**src/rtl/seq_detect_param.sv**
```systemverilog
// rtl/seq_detect_param.sv - parametrised serial pattern detector with runtime pattern load
// Optional saturating match counter (port match_cnt) enabled by defining SEQDET_CNT_EN.
module seq_detect_param #(
  parameter int               PAT_W       = 4,
  parameter logic [PAT_W-1:0] PAT_DEFAULT = 4'b1011,
  parameter int               CNT_W       = 8
) (
  input  logic             clk,
  input  logic             rst,
  input  logic             din,
  input  logic             din_en,
  input  logic [PAT_W-1:0] pat_in,
  input  logic             pat_load,
  input  logic             overlap,
  output logic             dout
`ifdef SEQDET_CNT_EN
  ,
  output logic [CNT_W-1:0] match_cnt
`endif
);

  localparam int FILL_W = $clog2(PAT_W + 1);
  localparam logic [FILL_W-1:0] FILL_FULL = FILL_W'(PAT_W);
  localparam logic [FILL_W-1:0] FILL_LAST = FILL_W'(PAT_W - 1);

  typedef enum logic [1:0] {
    IDLE  = 2'd0,
    FILL  = 2'd1,
    ARMED = 2'd2
  } state_t;

  state_t             state_q, state_d;
  logic [PAT_W-1:0]   pat_q, pat_d;
  logic [PAT_W-1:0]   hist_q, hist_d;
  logic [FILL_W-1:0]  fill_q, fill_d;
  logic               dout_q, dout_d;
  logic [PAT_W-1:0]   win;
  logic               hit;

  assign win = {hist_q[PAT_W-2:0], din};
  // A match needs PAT_W-1 valid older bits plus the bit arriving on this edge.
  assign hit = din_en && !pat_load && (fill_q >= FILL_LAST) && (win == pat_q);

  always_comb begin
    pat_d   = pat_q;
    hist_d  = hist_q;
    fill_d  = fill_q;
    dout_d  = 1'b0;
    state_d = state_q;
    if (pat_load) begin
      pat_d  = pat_in;
      hist_d = '0;
      fill_d = '0;
    end else if (din_en) begin
      hist_d = win;
      if (hit) begin
        dout_d = 1'b1;
        fill_d = overlap ? FILL_FULL : '0;
      end else if (fill_q != FILL_FULL) begin
        fill_d = fill_q + 1'b1;
      end
    end
    if (fill_d == '0) begin
      state_d = IDLE;
    end else if (fill_d == FILL_FULL) begin
      state_d = ARMED;
    end else begin
      state_d = FILL;
    end
  end

  always_ff @(posedge clk) begin
    if (rst) begin
      pat_q   <= PAT_DEFAULT;
      hist_q  <= '0;
      fill_q  <= '0;
      dout_q  <= 1'b0;
      state_q <= IDLE;
    end else begin
      pat_q   <= pat_d;
      hist_q  <= hist_d;
      fill_q  <= fill_d;
      dout_q  <= dout_d;
      state_q <= state_d;
    end
  end

  assign dout = dout_q;

`ifdef SEQDET_CNT_EN
  logic [CNT_W-1:0] cnt_q, cnt_d;

  always_comb begin
    cnt_d = cnt_q;
    if (pat_load) begin
      cnt_d = '0;
    end else if (hit && (cnt_q != {CNT_W{1'b1}})) begin
      cnt_d = cnt_q + 1'b1;
    end
  end

  always_ff @(posedge clk) begin
    if (rst) begin
      cnt_q <= '0;
    end else begin
      cnt_q <= cnt_d;
    end
  end

  assign match_cnt = cnt_q;
`endif

endmodule

```
**config.mk**
```make
export PLATFORM = sky130hd
export DESIGN_NAME = seq_detect_param
export DESIGN_NICKNAME = d
export VERILOG_FILES = /design/src/rtl/seq_detect_param.sv
export SDC_FILE = /design/constraint.sdc
export NUM_CORES = 1
export LEC_CHECK = 0
export ABC_AREA = 1
export ABC_CLOCK_PERIOD_IN_PS = 1300
export BUFFER_PORTS_ARGS = -buffer_cell sky130_fd_sc_hd__buf_2
export CORE_MARGIN = 4
export CORE_UTILIZATION = 46
export DETAILED_ROUTE_END_ITERATION = 16
export GPL_TIMING_DRIVEN = 1
export PLACE_DENSITY_LB_ADDON = 0.3
export SYNTH_ARGS = -nofsm -noshare
export SYNTH_HDL_FRONTEND = slang
export SYNTH_SLANG_ARGS = --single-unit
```
**constraint.sdc**
```tcl
create_clock -name clk -period 1.3 [get_ports clk]
set_input_delay 0.13 -clock clk [delete_from_list [all_inputs] [get_ports clk]]
set_output_delay 0.13 -clock clk [all_outputs]
set_load 0.01 [all_outputs]
```
==> summary.txt <==
Outcome
  – Status: finished with violations
  – Failing checks: negative setup slack

GRT
  – Global Route Usage Sum: 0.151
  – Total gr overflow: 0
  – Initial antenna violation count: 0
  – Pin count of the biggest net entering global routing: 10
  – Vias in the first global route: 537
  – Global-route wire length before repair: 2130 microns

Finish
  – Fillers: 109
  – Fin nets: approximately 120
  – Layout cells sized above 1: 0.369
  – Area grow syn2layout: 26.4%
  – Commonest cells after routing, fill and taps aside: 17 x nand2_1, 14 x inv_1, 10 x buf_2
  – Core Util, Final: 0.657
  – Final std cell area, no fill: between 700 and 800 sq um
  – Most common cell after layout, fill and taps aside: nand2_1
  – Ant. Diodes: 0
  – Layout Cells excl Fill: 117

Critical path
  – CP Class: reg2reg
  – Type of origin of the critical path: flip-flop
  – Worst EP arrival: 1500 ps
  – Crit path capture type: flip-flop
  – Worst endpoint required time: 1460 ps
  – CP max FO: 6

Detailed routing
  – # DRC: 0
  – Total Wirelength: 1220 microns
  – 1st-iter DRT viols: 18
  – Routed vias: 555
  – Avg WL per Cell: 10.4 microns
  – Post-route ant nets: 0
  – First drt pass iteration count: 4
  – Vias per inst: 4.74

Die
  – Core area: approximately 1200 sq um
  – Initial Utilization: 0.520
  – IO Pins: 11
  – Vert. Die Dim: roughly 45 microns
  – Die ar.: 1990 sq um
  – Rows: 12
  – Die X: 44.6 microns

Synth
  – Flops & latches, synth: 11
  – Yosys top cell by area: dfxtp_1
  – Syn Nets: about 100
  – Syn Inst Count: 86
  – Mean Syn Cell Area: between 7 and 8 sq um
  – Mapped Area: around 620 sq um
  – Library cells used by synthesis: 16
  – Yosys Warn Count: 0
  – Share of the synthesized area in the top cell type: 0.357
  – Register area share after synthesis: 0.357
  – Top area cells in the synthesized netlist: dfxtp_1 36%, nand2_1 12%, inv_1 9.1%

Clock network
  – CTS clk-pin slew, worst paths: 70 ps
  – CTS root buffer: clkbuf_4
  – Setup Buffers After CTS: 0
  – Clk sink count: 11
  – H-tree depth: 1
  – Clock buffer depth: 2
  – Worst skew pair latency: between 200 and 300 ps
  – Number of CTS-inserted buffers: 3
  – CTS tree: yes

Timing
  – Max Slew Vio Count: 0
  – Final setup viols: 3
  – Final worst path period need: 1340 ps
  – Setup slack after layout: -35.4 ps
  – Fin crit share: 1.03
  – RSZ-0062 raised after global routing: true
  – Worst Skew: 2.49 ps
  – Worst slew margin: 0.787
  – Post-route setup TNS: -77.9 ps
  – Min Hold Slack: 73.4 ps
  – Highest Clock Rate: roughly 750 MHz
  – Slew @ Worst Pin: 318 ps
  – Final hold vios: 0

Power and ir drop
  – Tot Pwr: between 0.7 and 0.8 mW
  – PD cells: 921 nW/um^2
  – Maximum vdd ir drop: 522 uV
  – Pleak: just under 0.4 nW

Job
  – Max-cap viol count: 0

Placed design
  – Hpwl dp: 951 microns
  – Pre-CTS setup slack: -87.5 ps
  – Placer Congestion: ~0.92
  – Port buffer count: 10
  – Placed cells: 113
  – Placed instance area: 704 sq um

Min path
  – Min-delay worst type: in2reg
[routing by layer]
layer,part of all wire,track usage
met1,0.41,0.157
met2,0.48,0.255
met3,0.079,0.0569
met4,0.024,0.0904
met5,0,0
[what timing repair did]
item | 4_1_cts | 5_1_grt
hold buffers | 0 | 0
gates resized for setup | 8 | 5
cloned | 0 | 0
pin swaps | 7 | 9
endpoints found under the setup margin | 3 | 4
[layout make-up]
cell class	count	area, sq um	area share
tap	14	17.5	0.0225
clock buffer	4	26.3	0.0337
multi-input combinational	57	363	0.465
sequential	11	223	0.286
inverter	16	62.6	0.0803
timing repair buffer	15	87.6	0.112
[critical path, stage by stage (launching register included)]
cell and delay [ps]:
dfxtp_2 350, ha_4 140, ha_4 110, nor2_2 30, nand2_1 50, nand2_1 60, inv_2 60, nand3_4 110
nand2_4 120, nand2_2 50, nor2_2 100, nor2_1 40
[registers in the layout, indices dropped and copies added (netlist names)]
register  cells
dout          1
hist_q        3
fill_q        3
pat_q         4
[cell usage after synthesis]
cell type / number
nand3_4: 1
nand2_4: 1
o21ai_2: 1
a21oi_1: 7
dfxtp_1: 11
ha_1: 3
nand3_1: 3
o21ai_0: 7
mux2i_1: 1
nand2_2: 1
inv_4: 1
nand2_1: 20
nor2_4: 2
nor2_1: 10
inv_1: 15
buf_6: 2
[logic make-up (layout without fill, tap and decap cells)]
logic type,count (synthesis),in the layout,synth area share
AOI/OAI and AO/OA,15,15,0.128
buffers and inverters,18,35,0.138
DFF,11,11,0.357
adders and majority gates,3,3,0.0609
and+or+nand+nor,38,38,0.300
muxes,1,1,0.0162
[worst paths after layout]
kind	depth (start not counted)	end	from	slack [ps]
setup / recovery	11	fill_q[2]$_SDFFE_PP0P_	fill_q[0]$_SDFFE_PP0P_	-40
hold / removal	3	pat_q[3]$_SDFFE_PP1P_	pat_in[3]	70
setup reg to reg	11	fill_q[2]$_SDFFE_PP0P_	fill_q[0]$_SDFFE_PP0P_	-40
hold reg to reg	2	hist_q[2]$_SDFFE_PP0P_	hist_q[2]$_SDFFE_PP0P_	480
[power breakdown]
group	leakage, nW	switching (mW)	total, mW	internal [mW]
Sequential	0.0912	0.00954	0.363	0.353
Clock	0.0150	0.116	0.235	0.119
Combinational	0.286	0.0692	0.121	0.0513
Total	0.392	0.195	0.718	0.523
No activity file was read; power rests on OpenSTA's default activity.
